<file path="src/rtl/rvfpm_result_arbiter.sv">
`default_nettype none
// ============================================================================
//  Module   : rvfpm_result_arbiter
//  Purpose  : Round-robin arbiter sharing the XIF result channel between
//             NUM_REQ FPU writeback sources, with a one-entry registered
//             output stage and a saturating delivered-result counter.
//  Revision : 1.0 - initial release
// ============================================================================
module rvfpm_result_arbiter #(
    parameter int NUM_REQ    = 3,
    parameter int X_ID_WIDTH = 4,
    parameter int FLEN       = 32,
    parameter int CNT_WIDTH  = 16
) (
    input  logic                          ck,
    input  logic                          rst,
    input  logic [NUM_REQ-1:0]            req_valid,
    output logic [NUM_REQ-1:0]            req_ready,
    input  logic [NUM_REQ*X_ID_WIDTH-1:0] req_id,
    input  logic [NUM_REQ*FLEN-1:0]       req_data,
    input  logic [NUM_REQ*5-1:0]          req_rd,
    input  logic [NUM_REQ-1:0]            req_we,
    output logic                          result_valid,
    input  logic                          result_ready,
    output logic [X_ID_WIDTH-1:0]         result_id,
    output logic [FLEN-1:0]               result_data,
    output logic [4:0]                    result_rd,
    output logic                          result_we,
    output logic [$clog2(NUM_REQ)-1:0]    result_src,
    output logic [CNT_WIDTH-1:0]          result_count
);

    localparam int c_src_w  = $clog2(NUM_REQ);
    // One extra bit so rr_ptr + offset never overflows before the modulo fold.
    localparam int c_scan_w = c_src_w + 1;
    localparam logic [c_scan_w-1:0] c_num_req  = c_scan_w'(NUM_REQ);
    localparam logic [c_src_w-1:0]  c_last_idx = c_src_w'(NUM_REQ - 1);

    // Output stage and arbitration state
    logic                   r_valid;
    logic [X_ID_WIDTH-1:0]  r_id;
    logic [FLEN-1:0]        r_data;
    logic [4:0]             r_rd;
    logic                   r_we;
    logic [c_src_w-1:0]     r_src;
    logic [CNT_WIDTH-1:0]   r_count;
    logic [c_src_w-1:0]     r_rr_ptr;

    // Per-requester views of the packed payload buses
    logic [X_ID_WIDTH-1:0]  w_id_arr   [NUM_REQ];
    logic [FLEN-1:0]        w_data_arr [NUM_REQ];
    logic [4:0]             w_rd_arr   [NUM_REQ];

    logic                   w_can_load;
    logic                   w_found;
    logic                   w_load;
    logic [c_scan_w-1:0]    w_scan;
    logic [c_src_w-1:0]     w_grant_idx;
    logic [c_src_w-1:0]     w_next_ptr;
    logic [NUM_REQ-1:0]     w_req_ready;

    generate
        for (genvar gi = 0; gi < NUM_REQ; gi++) begin : g_unpack
            assign w_id_arr[gi]   = req_id[gi*X_ID_WIDTH +: X_ID_WIDTH];
            assign w_data_arr[gi] = req_data[gi*FLEN +: FLEN];
            assign w_rd_arr[gi]   = req_rd[gi*5 +: 5];
        end
    endgenerate

    // Round-robin scan starting at rr_ptr; the slot may be refilled in the
    // same cycle the core accepts the current result (zero-bubble path).
    always_comb begin
        w_can_load  = ~r_valid | result_ready;
        w_found     = 1'b0;
        w_grant_idx = '0;
        w_scan      = '0;
        for (int k = 0; k < NUM_REQ; k++) begin
            w_scan = {1'b0, r_rr_ptr} + c_scan_w'(k);
            if (w_scan >= c_num_req) begin
                w_scan = w_scan - c_num_req;
            end
            if (!w_found && req_valid[w_scan[c_src_w-1:0]]) begin
                w_found     = 1'b1;
                w_grant_idx = w_scan[c_src_w-1:0];
            end
        end
        w_load      = w_can_load & w_found;
        w_req_ready = '0;
        if (w_load) begin
            w_req_ready[w_grant_idx] = 1'b1;
        end
        w_next_ptr = (w_grant_idx == c_last_idx) ? '0 : w_grant_idx + 1'b1;
    end

    // Output register: load the winner, drain on handshake, otherwise hold.
    always_ff @(posedge ck or negedge rst) begin
        if (!rst) begin
            r_valid  <= 1'b0;
            r_id     <= '0;
            r_data   <= '0;
            r_rd     <= '0;
            r_we     <= 1'b0;
            r_src    <= '0;
            r_rr_ptr <= '0;
        end else if (w_load) begin
            r_valid  <= 1'b1;
            r_id     <= w_id_arr[w_grant_idx];
            r_data   <= w_data_arr[w_grant_idx];
            r_rd     <= w_rd_arr[w_grant_idx];
            r_we     <= req_we[w_grant_idx];
            r_src    <= w_grant_idx;
            r_rr_ptr <= w_next_ptr;
        end else if (result_ready) begin
            r_valid  <= 1'b0;
        end
    end

    // Saturating count of completed result handshakes.
    always_ff @(posedge ck or negedge rst) begin
        if (!rst) begin
            r_count <= '0;
        end else if (r_valid && result_ready && (r_count != {CNT_WIDTH{1'b1}})) begin
            r_count <= r_count + 1'b1;
        end
    end

    assign req_ready    = w_req_ready;
    assign result_valid = r_valid;
    assign result_id    = r_id;
    assign result_data  = r_data;
    assign result_rd    = r_rd;
    assign result_we    = r_we;
    assign result_src   = r_src;
    assign result_count = r_count;

endmodule
`default_nettype wire

</file>
<file path="config.mk">
export PLATFORM = sky130hd
export DESIGN_NAME = rvfpm_result_arbiter
export DESIGN_NICKNAME = d
export VERILOG_FILES = /design/src/rtl/rvfpm_result_arbiter.sv
export SDC_FILE = /design/constraint.sdc
export NUM_CORES = 1
export LEC_CHECK = 0
export ABC_AREA = 1
export BUFFER_PORTS_ARGS = -buffer_cell sky130_fd_sc_hd__buf_2
export CAP_MARGIN = 0
export CORE_MARGIN = 4
export CORE_UTILIZATION = 52
export DETAILED_ROUTE_END_ITERATION = 16
export GPL_ROUTABILITY_DRIVEN = 0
export PLACE_DENSITY = 0.87
export SYNTH_ARGS = -nofsm -noshare
export SYNTH_HDL_FRONTEND = slang
export SYNTH_SLANG_ARGS = --single-unit
</file>
<file path="constraint.sdc">
create_clock -name ck -period 5.7 [get_ports ck]
set_input_delay 0.285 -clock ck [delete_from_list [all_inputs] [get_ports ck]]
set_output_delay 0.285 -clock ck [all_outputs]
set_load 0.005 [all_outputs]
</file>
# Word-level counts from Yosys, hierarchy flattened

Cells that the tools add are included.

Register bits: 63
Input port bits: 132
Output and inout bits: 64
Logic and storage cells: 70

$add $sub $neg: 7
$lt $le $gt $ge: 9
Equality and inequality tests: 2
Muxes and demuxes: 32
Bitwise logic cells: 4
Reductions and logical operators: 8

Operators with widths:

| cell                                                                  | count |
|---|---|
| 32-bit binary-select mux with 2-bit select                            | 1 |
| 32-bit 2-to-1 mux                                                     | 2 |
| 16-bit by 1-bit adder with 16-bit output, second input constant       | 1 |
| 16-bit inequality test, second input constant                         | 1 |
| 2-bit 2-to-1 mux                                                      | 7 |
| 2-bit by 3-bit < comparator with 1-bit output, second input constant  | 4 |
| 5-bit binary-select mux with 2-bit select                             | 1 |
| 1-bit 2-to-1 mux                                                      | 10 |
| 5-bit 2-to-1 mux                                                      | 2 |
| 1-bit binary-select mux with 2-bit select                             | 4 |
| 4-bit binary-select mux with 2-bit select                             | 1 |
| 4-bit 2-to-1 mux                                                      | 2 |
| 3-bit by 2-bit >= comparator with 1-bit output, second input constant | 2 |
| 2-bit subtractor, second input constant                               | 3 |
| 1-bit logical AND                                                     | 5 |
| 2-bit by 1-bit adder with 3-bit output, second input constant         | 1 |
| 2-bit by 2-bit adder with 3-bit output, second input constant         | 1 |
| 3-bit >= comparator, second input constant                            | 1 |
| 3-bit 2-to-1 mux                                                      | 1 |
| 2-bit NOT with 3-bit output                                           | 1 |
| 2-bit by 1-bit adder with 2-bit output, second input constant         | 1 |
| 1-bit demux with 2-bit select                                         | 1 |
| 2-bit == test, second input constant                                  | 1 |
| 2-bit by 1-bit >= comparator with 1-bit output, second input constant | 1 |
| other kinds (6)                                                       | 7 |

# Logic depth before layout (Yosys ltp)

Gate-level depths: netlist (run 1).

Depth after elaboration: 16
Gate-level depth with buffers: 15
Gate-level depth less buffers: 14

# Worst setup path after synthesis (run 1)

No wires, ideal clock.

Path type: register -> output
Start: reg r_rr_ptr[0]
End: out req_ready[2]
Arrival: 1.867 ns
Required time: 5.415 ns
Setup slack: 3.548 ns
Stages on the path, launching flop included: 12
Buffers on the path: 2
Path through: dfrtp_1 -> inv_1 -> ha_1 -> nand2_1 -> nand2_1 -> a21oi_4 -> nand4_2 -> nand2_2 -> buf_4 -> buf_4 -> nand2_1 -> nor2_1

Cells in the longest elaborated chain, start to end: 16
Elaborated cells on any way between the ends: 34
Those cells by class: add/sub: 5; order compare: 5; mux: 18; bitwise: 1; reduce/logical: 5

RTL lines:

| element                                                                                         | line | source |
|---|---|---|
| from (decl)                                                                                     | 47   | `logic [c_src_w-1:0] r_rr_ptr;` |
| from (signal assigned)                                                                          | 112  | `r_rr_ptr <= w_next_ptr;` |
| parallel branches: the longest is 15 deep, another holds 2-bit by 1-bit adder with 3-bit output | --   |  |
| 3-bit 2-to-1 mux *                                                                              | 89   | `if (w_load) begin` |
| to (decl)                                                                                       | 18   | `output logic [NUM_REQ-1:0] req_ready,` |

Mark *: on every way between the ends. The select of a mux whose other input is x is not followed.

# Final worst setup path (run 1)

Start: reg r_rr_ptr[0]
End: out req_ready[1]

The elaborated chain is that of the path after synthesis.

==> reports/metrics.cfg, run 1 <==
[place]
dp_cells=947
port_buffers=195
hpwl_um=10260

[sta]
rsz0062_at_grt=false
finalSetupViolations=0
fin_skew_ns=0.005551
finalSetupTns_ns=0
fin_crit_sh_pct=66.43
slew_violations=0
max_freq_mhz=264.1
worst_slew_pin_slew_ns=0.9540
finalHoldViolCount=0
period_minus_slack_ns=3.786
relSlewSlack_pct=36.18

[floorplanning]
die_area_um2=9920
core_um2=8175
rows=33
die_w_um=99.60
initial_core_util_pct=53.37
die_y_um=99.60
ios=196

[global_route]
grt_pass1_wl_um=23300
grt_pass1_vias=4967
grt_max_degree=64
grt_antenna_before_repair=0
grt_use_total_pct=28.92
grt-ovfl-total=0

[synthesis]
ys_seq_area_share_pct=36.13
ys_ff_latch=63
yosysUniqueCellTypes=28
syn_area_per_cell_um2=6.407
mappedNetlistArea_um2=4363
syn_inst=681
ys_warn_count=0
syn-num-nets=818

[route]
wl_per_cell_um=14.91
ant_nets=0
dr_total_vias=5221
drc=0
dr.pass1.iters=5
vias_per_cell=5.433
wl_um=14330
drt_iter0_drc=344

[hold_path]
hold_class=in -> async

[clock_tree]
clock_path_buffers=2
postCtsHoldBufs=0
cts_tree=built
htreeDepth=3
clock-sinks=63
cts_resized=0
numCtsBuffers=9
clk_latency_ns=0.34
cts_root_buf=clkbuf_8
postCtsSetupRepairBufs=0
clk_pin_slew_ns=0.06

[pwr]
leakage_nw=3.260
vdd_drop_max_mv=0.3177
power_density_nw_per_um2=637.1

[worst_setup_path]
crit_arrival_ns=3.50
start_kind=flop
critPathKind=reg -> out
endpoint_kind=output port
required_ns=5.41
crit_path_frequent_cell=nand2_1
critPathMaxStageDelay_ns=0.70
critical_path.slowest_cell=nand2_2
crit_path_max_fanout=48
worst-path-buf-inv=4
cpLargestDelayFamily=simple AND/OR/NAND/NOR gates
crit_chain=inv_1, ha_1, nand2_1, nand2_1, a21oi_4, nand3b_1, nand2_2, inv_2, nand2_1, inv_1, buf_2

[final_layout]
drive_above_1_share_pct=26.52
fin_cells=961
final_cell_mix=nand2_1, buf_2, nand3_1, nor2_1, inv_1
fillers=743
seqCellArea_um2=1577
multiInputGateArea_um2=2325
area_delta_synth_final_pct=25.35
antenna_cells=0
final_common_cell=nand2_1
final_nets=990

[run_status]
status=finished, final reports clean

[flow_run]
drv_cap=0

==> per-layer routing <==
metal | share of wire (%) | wire, um | global-route usage, %
met5 | 0 | 0 | 0
met4 | 2.6 | 371 | 9.769
met3 | 9.1 | 1308 | 6.171
met2 | 51 | 7286 | 50.00
met1 | 37 | 5361 | 35.81
==> power by group <==
part,internal (mW),switching [mW],leakage [nW]
Clock,0.177,0.168,0.0854
Combinational,0.768,1.54,2.42
Sequential,0.676,0.155,0.751
Total,1.62,1.86,3.26
==> cells by family after synthesis <==
kind of cell | count (synthesis) | synth area share [%]
adders and majority gates | 5 | 1.434
and+or+nand+nor | 474 | 46.43
buffers and inverters | 108 | 10.58
AOI/OAI and AO/OA | 17 | 2.610
xor gates and xnor gates | 14 | 2.810
DFF | 63 | 36.13
==> final cells by class <==
| class | instances | area share (%) |
|---|---|---|
| Clock inverter | 1 | 0.09151 |
| Sequential cell | 63 | 28.83 |
| Timing Repair Buffer | 200 | 18.53 |
| Multi-Input combinational cell | 510 | 42.51 |
| Clock buffer | 13 | 2.906 |
| Tap cell | 105 | 2.402 |
| Inverter | 69 | 4.736 |
==> per-stage QoR <==
stage          area (um^2)  hold slack [ns]  setup WS [ns]  util (%)  power (mW)
3_3_place_gp          5305           0.4707          2.500     64.89       3.009
6_report              5469           0.1279          1.914     66.90       3.484
3_5_place_dp          5305           0.4741          2.319     64.89       3.128
5_1_grt               5469           0.1934          1.685     66.90       3.836
4_1_cts               5469           0.1583          1.938     66.90       3.477
2_1_floorplan         4363         -0.01059          3.548         -       2.532
==> synthesized netlist by cell type, drive strengths merged <==
| library cell | number | area, um^2 |
|---|---|---|
| a31oi | 1 | 6.260 |
| inv | 69 | 259.0 |
| buf | 24 | 146.4 |
| nor4 | 1 | 6.260 |
| nor2 | 96 | 370.4 |
| a21boi | 5 | 41.29 |
| ha | 5 | 62.56 |
| xnor2 | 6 | 52.55 |
| dfrtp | 63 | 1577 |
| nand3 | 140 | 700.7 |
| nand3b | 4 | 30.03 |
| a21oi | 1 | 16.27 |
| nand4 | 6 | 50.04 |
| nand2 | 222 | 843.3 |
| o21ai | 10 | 50.04 |
| nor3 | 5 | 25.02 |
| xor2 | 8 | 70.07 |
| clkbuf | 15 | 56.30 |
==> state kept, by name, indices dropped and copies added (netlist names) <==
name,count
result_data,32
result_count,16
result_rd,5
result_id,4
r_rr_ptr,2
result_src,2
result_valid,1
result_we,1
==> final timing paths <==
path	slack, ns	endpoint	depth (start not counted)	startpoint
worst max-delay path	1.91	req_ready[1]	11	r_rr_ptr[0]$_DFFE_PN0P_
max in group asynchronous	5.03	result_data[6]$_DFFE_PN0P_	2	rst
worst min-delay path	0.13	result_count[12]$_DFFE_PN0P_	2	rst
min in group ck	0.25	result_rd[0]$_DFFE_PN0P_	5	req_rd[0]
worst min register to register	0.49	result_src[0]$_DFFE_PN0P_	2	result_src[0]$_DFFE_PN0P_
worst max register to register	2.45	r_rr_ptr[1]$_DFFE_PN0P_	10	r_rr_ptr[0]$_DFFE_PN0P_
(Power assumes the default switching activity.)
==> run 2, diff against run 1 <==
--- a/config.mk
+++ b/config.mk
@@ -9,10 +9,10 @@
 export BUFFER_PORTS_ARGS = -buffer_cell sky130_fd_sc_hd__buf_2
 export CAP_MARGIN = 0
 export CORE_MARGIN = 4
-export CORE_UTILIZATION = 52
+export CORE_UTILIZATION = 48
 export DETAILED_ROUTE_END_ITERATION = 16
 export GPL_ROUTABILITY_DRIVEN = 0
-export PLACE_DENSITY = 0.87
+export PLACE_DENSITY = 0.81
 export SYNTH_ARGS = -nofsm -noshare
 export SYNTH_HDL_FRONTEND = slang
 export SYNTH_SLANG_ARGS = --single-unit
==> constraint.sdc (replaced) <==
create_clock -name ck -period 3.9 [get_ports ck]
set_input_delay 0.195 -clock ck [delete_from_list [all_inputs] [get_ports ck]]
set_output_delay 0.195 -clock ck [all_outputs]
set_load 0.005 [all_outputs]
==> run 2 against run 1 <==
- clock-buffer cell count decreased by 2
- power increased by 44%
- combinational power increased by 45%
- routed wire length decreased by 4.7%
- worst setup slack got worse by 1.1 ns
- first-iteration DRC count decreased by 17%
- final area increased by 0.53%
- worst hold slack improved by 0.044 ns
- die area increased by 7.7%
- final cell count increased by 0.94%
- via count decreased by 4.1%
- largest cell class unchanged
==> reports/metrics.cfg, run 2 (synthesized netlist as in run 1, its figures left out) <==
[global_route]
grt_util_met3_pct=5.030  ; -1.1 points
top_usage_layer=met2
grt_use_total_pct=25.38  ; -3.5 points
grt_pass1_vias=4762  ; -4.1%
grt_max_degree=45  ; -30%
grt_antenna_before_repair=0  ; unchanged
grt-ovfl-total=0  ; unchanged
grt_pass1_wl_um=21380  ; -8.3%
gr-usage-met1_pct=30.35  ; -5.5 points
grt_util_met2_pct=44.90  ; -5.1 points

[worst_setup_path]
start_kind=flop
endpoint=req_ready[0]
required_ns=3.70  ; -1.71 ns
critPathKind=reg -> out
r2r_slack_ns=1.18  ; -1.27 ns
endpoint_kind=output port
crit_start=r_rr_ptr[0]$_DFFE_PN0P_
r2r_start=r_rr_ptr[0]$_DFFE_PN0P_
rr_endpoint=result_data[24]$_DFFE_PN0P_
crit_arrival_ns=2.94  ; -0.56 ns
r2r_cells=11  ; +1
crit_path_max_fanout=39  ; -19%

[route]
wl_per_cell_um=14.07  ; -5.6%
drc=0  ; unchanged
vias_per_cell=5.160  ; -5.0%
drt_iter0_drc=284  ; -17%
dr_total_vias=5005  ; -4.1%
dr.pass1.iters=6  ; +1
ant_nets=0  ; unchanged
wl_um=13650  ; -4.7%

[sta]
finalSetupTns_ns=0  ; unchanged
fin_crit_sh_pct=80.29
relSlewSlack_pct=46.02  ; +9.8 points
finalHoldViolCount=0  ; unchanged
max_freq_mhz=319.3
rsz0062_at_grt=false
slew_violations=0  ; unchanged
period_minus_slack_ns=3.131
fin_skew_ns=0.008354  ; +0.002802 ns
worst_slew_pin_slew_ns=0.8069  ; -0.1471 ns
finalSetupViolations=0  ; unchanged

[hold_path]
hold_class=in -> reg

[clock_tree]
htreeDepth=3  ; unchanged
clock_path_buffers=2  ; unchanged
numCtsBuffers=9  ; unchanged
clock-sinks=63  ; unchanged
clk_pin_slew_ns=0.07  ; about the same
postCtsSetupRepairBufs=0  ; unchanged
cts_tree=built
clk_latency_ns=0.33  ; about the same
cts_root_buf=clkbuf_8

[pwr]
vdd_drop_max_mv=0.4032  ; +27%
leakage_nw=3.279  ; +0.60%
total_power_mw=5.028  ; +44%
power_density_nw_per_um2=914.6  ; +44%

[floorplanning]
initial_core_util_pct=49.79  ; -3.6 points
rows=34  ; +3.0%
core_um2=8763  ; +7.2%
die_area_um2=10680  ; +7.7%
die_w_um=103.3  ; +3.8%
ios=196  ; unchanged
die_y_um=103.3  ; +3.8%

[flow_run]
drv_cap=0  ; unchanged

[final_layout]
fin_cells=970  ; +0.94%
final_cell_mix=nand2_1, buf_2, nand3_1, nor2_1, inv_1
antenna_cells=0  ; unchanged
drive_above_1_share_pct=26.91  ; +0.40 points
final_common_cell=nand2_1
largest_reg_flops=32  ; unchanged
area_delta_synth_final_pct=26.01
final_cell_area_um2=5498  ; +0.53%
final_nets=994  ; +0.40%

[place]
dp_cells=953  ; +0.63%
port_buffers=195  ; unchanged
hpwl_um=10260  ; about the same
place_area_um2=5331  ; +0.50%

[run_status]
status=finished, final reports clean

[run 2: cell type report]
cell class	count	area, um^2
sequential	63	1577
fill	777	3266
timing repair buffer	204	1046
tap	108	135.1
clock inverter	5	25.02
inverter	69	259.0
clock buffer	11	131.4
multi-input combinational	510	2325
[run 2: power by group]
group | internal (mW) | leakage [nW] | switching (mW)
sequential | 0.987 | 0.751 | 0.222
clock | 0.225 | 0.0866 | 0.249
combinational | 1.14 | 2.44 | 2.21
total | 2.35 | 3.28 | 2.68
[run 2: routing by layer]
layer	share of wire, %	up-vias
met5	0	-
met4	1.8	0
met3	7.8	24
met2	51	224
met1	39	2267
li1	-	2490
[run 2: critical path, stage by stage, from the launching register on]
cell and delay [ns]:
dfrtp_1 0.38, inv_1 0.09, ha_1 0.40, nand2_1 0.15, nand2_1 0.10, a21oi_4 0.20, nand3b_1 0.11, nand2_2 0.31
nor2_4 0.11, inv_2 0.52, nor2_1 0.07, buf_2 0.15
[run 2: how the worst min path moves through the flow]
stage            startpoint                          end  slack (ns)  depth (start not counted)
6_report       req_data[25]  result_data[25]$_DFFE_PN0P_        0.17                          5
2_1_floorplan           rst      r_rr_ptr[0]$_DFFE_PN0P_       -0.10                          0
3_3_place_gp            rst  result_data[21]$_DFFE_PN0P_        0.27                          1
5_1_grt        req_data[14]  result_data[14]$_DFFE_PN0P_        0.18                          5
3_5_place_dp            rst  result_data[22]$_DFFE_PN0P_        0.27                          1
4_1_cts        req_data[25]  result_data[25]$_DFFE_PN0P_        0.17                          5
[run 2: timing repair]
action	in CTS	in global routing
endpoints found under the hold margin	28	0
setup endpoints to repair	0	0
hold buffers	1	0
gates resized for setup	0	0
[run 2: through the flow]
step                      utilization, %  hold slack (ns)  worst slack (ns)
after floorplan                        -          -0.1006             1.838
after global placement             60.84           0.2703             1.263
after detailed placement           60.84           0.2750             1.154
after CTS                          62.74           0.1659            0.7824
after global routing               62.74           0.1779            0.4885
final                              62.74           0.1722            0.7685
==> run 3, diff against run 2 <==
--- a/config.mk
+++ b/config.mk
@@ -9,10 +9,10 @@
 export BUFFER_PORTS_ARGS = -buffer_cell sky130_fd_sc_hd__buf_2
 export CAP_MARGIN = 0
 export CORE_MARGIN = 4
-export CORE_UTILIZATION = 48
+export CORE_UTILIZATION = 43
 export DETAILED_ROUTE_END_ITERATION = 16
 export GPL_ROUTABILITY_DRIVEN = 0
-export PLACE_DENSITY = 0.81
+export PLACE_DENSITY = 0.77
 export SYNTH_ARGS = -nofsm -noshare
 export SYNTH_HDL_FRONTEND = slang
 export SYNTH_SLANG_ARGS = --single-unit
==> constraint.sdc (replaced) <==
create_clock -name ck -period 2.65 [get_ports ck]
set_input_delay 0.1325 -clock ck [delete_from_list [all_inputs] [get_ports ck]]
set_output_delay 0.1325 -clock ck [all_outputs]
set_load 0.005 [all_outputs]
==> run 3 against run 2 <==
- sequential cell count did not move
- combinational power is 57% higher
- critical endpoint is now req_ready[1]
- sequential share of layout area is 0.94 points lower
==> reports/metrics.cfg, run 3 (synthesized netlist as in run 1, its figures left out) <==
[global_route]
grt_util_met3_pct=5.980  ; +0.95 points
grt_pass1_wl_um=22120  ; +3.5%
grt-ovfl-total=0  ; unchanged
grt_antenna_before_repair=0  ; unchanged
grt_use_total_pct=23.74  ; -1.6 points
gr-usage-met1_pct=28.52  ; -1.8 points
grt_pass1_vias=4823  ; +1.3%
grt_max_degree=43  ; -4.4%
grt_util_met2_pct=41.09  ; -3.8 points
top_usage_layer=met2

[sta]
finalSetupViolations=0  ; unchanged
slew_violations=0  ; unchanged
fin_crit_sh_pct=96.81
period_minus_slack_ns=2.566
finalHoldViolCount=0  ; unchanged
worst_slew_pin_slew_ns=0.8263  ; +0.01938 ns
relSlewSlack_pct=44.92  ; -1.1 points
fin_skew_ns=0.01122  ; +0.002868 ns
max_freq_mhz=389.8

[floorplanning]
die_y_um=108.7  ; +5.2%
initial_core_util_pct=44.43  ; -5.4 points
rows=36  ; +5.9%
core_um2=9819  ; +12%
die_w_um=108.7  ; +5.2%
ios=196  ; unchanged
die_area_um2=11820  ; +11%

[clock_tree]
cts_tree=built
cts_root_buf=clkbuf_8
clk_pin_slew_ns=0.07  ; about the same
htreeDepth=3  ; unchanged
numCtsBuffers=9  ; unchanged
clk_latency_ns=0.33  ; about the same
clock_path_buffers=2  ; unchanged
clock-sinks=63  ; unchanged

[worst_setup_path]
start_kind=flop
cpLargestDelayFamily=buffers and inverters
worst-path-buf-inv=6  ; +3
critical_path.slowest_cell=ha_2
critPathKind=reg -> out
crit_path_max_fanout=23  ; -41%
required_ns=2.52  ; -1.18 ns
crit_chain=inv_1, ha_2, inv_2, nand2_1, nand2_1, a21oi_4, nand3b_1, nand2_4, inv_2, buf_4, nand2_2, inv_1, buf_2
critPathMaxStageDelay_ns=0.40  ; -0.12 ns
endpoint_kind=output port
crit_arrival_ns=2.43  ; -0.51 ns

[final_layout]
final_nets=1007  ; +1.3%
drive_above_1_share_pct=28.34  ; +1.4 points
final_cell_area_um2=5684  ; +3.4%
area_delta_synth_final_pct=30.28
final_cell_mix=nand2_1, buf_2, nand3_1, nor2_1, inv_1
antenna_cells=0  ; unchanged
final_util_pct=57.89  ; -4.8 points
largest_reg_flops=32  ; unchanged
final_common_cell=nand2_1

[place]
place_area_um2=5463  ; +2.5%
port_buffers=195  ; unchanged
hpwl_um=10620  ; +3.5%

[run_status]
status=finished, final reports clean

[pwr]
vdd_drop_max_mv=0.8609  ; +110%
leakage_nw=3.353  ; +2.2%
power_density_nw_per_um2=1365  ; +49%

[route]
dr_total_vias=5044  ; +0.78%
ant_nets=0  ; unchanged
vias_per_cell=5.004  ; -3.0%
drt_iter0_drc=282  ; -0.70%
drc=0  ; unchanged
dr.pass1.iters=5  ; -1
wl_per_cell_um=13.98  ; -0.69%
wl_um=14090  ; +3.2%

[flow_run]
drv_cap=0  ; unchanged

[hold_path]
hold_class=in -> reg

-- run 3: metal layers --
metal  part of all wire (%)  wire (um)  vias up
li1                       -          -     2516
met1                     40       5692     2291
met2                     49       6964      215
met3                    8.3       1175       22
met4                    1.8        255        0
met5                      0          0        -
-- run 3: through the flow --
stage | power (mW) | setup WS, ns | instances | TNS, ns | hold WS (ns)
3_3_place_gp | 6.877 | 0.4264 | 988 | 0 | 0.2777
6_report | 7.760 | 0.08445 | 1008 | 0 | 0.1016
4_1_cts | 7.743 | 0.005180 | 1005 | 0 | 0.08829
2_1_floorplan | 5.447 | 0.6497 | 681 | 0 | -0.1631
5_1_grt | 8.622 | -0.05010 | 1008 | -0.05010 | 0.09353
3_5_place_dp | 6.963 | 0.3582 | 988 | 0 | 0.2786
-- run 3: final timing paths --
path	start	endpoint	slack, ns	depth (start not counted)
worst min register to register	result_src[0]$_DFFE_PN0P_	result_src[0]$_DFFE_PN0P_	0.49	2
worst min-delay path	req_data[1]	result_data[1]$_DFFE_PN0P_	0.10	5
worst max-delay path	r_rr_ptr[0]$_DFFE_PN0P_	req_ready[1]	0.08	13
worst max register to register	r_rr_ptr[0]$_DFFE_PN0P_	result_rd[3]$_DFFE_PN0P_	0.34	13
max in group asynchronous	rst	result_count[0]$_DFFE_PN0P_	1.43	3
min in group asynchronous	rst	result_count[15]$_DFFE_PN0P_	0.44	2
-- run 3: area by class of cell --
cell class / instances / area, um^2
Tap cell: 133 / 166.4
Clock inverter: 3 / 17.52
Timing Repair Buffer: 217 / 1169
Fill cell: 1013 / 4135
Inverter: 69 / 259.0
Clock buffer: 13 / 158.9
Multi-Input combinational cell: 510 / 2337
Sequential cell: 63 / 1577
-- run 3: what timing repair did --
item                                    4_1_cts  5_1_grt
hold buffers                                  1        0
hold endpoints to repair                     33        0
resized for setup                             0        4
endpoints found under the setup margin        0        3
setup buffers                                 0        3
-- run 3: worst min-delay path, stage by stage --
cell	delay [ns]
buf_2	0.07
nand2_1	0.04
nand2_1	0.05
nor2_1	0.03
nor2_1	0.07
-- run 3: power breakdown --
part | total (mW) | internal (mW) | switching (mW)
clock network | 0.764 | 0.389 | 0.376
logic | 5.23 | 1.93 | 3.30
registers | 1.77 | 1.45 | 0.316
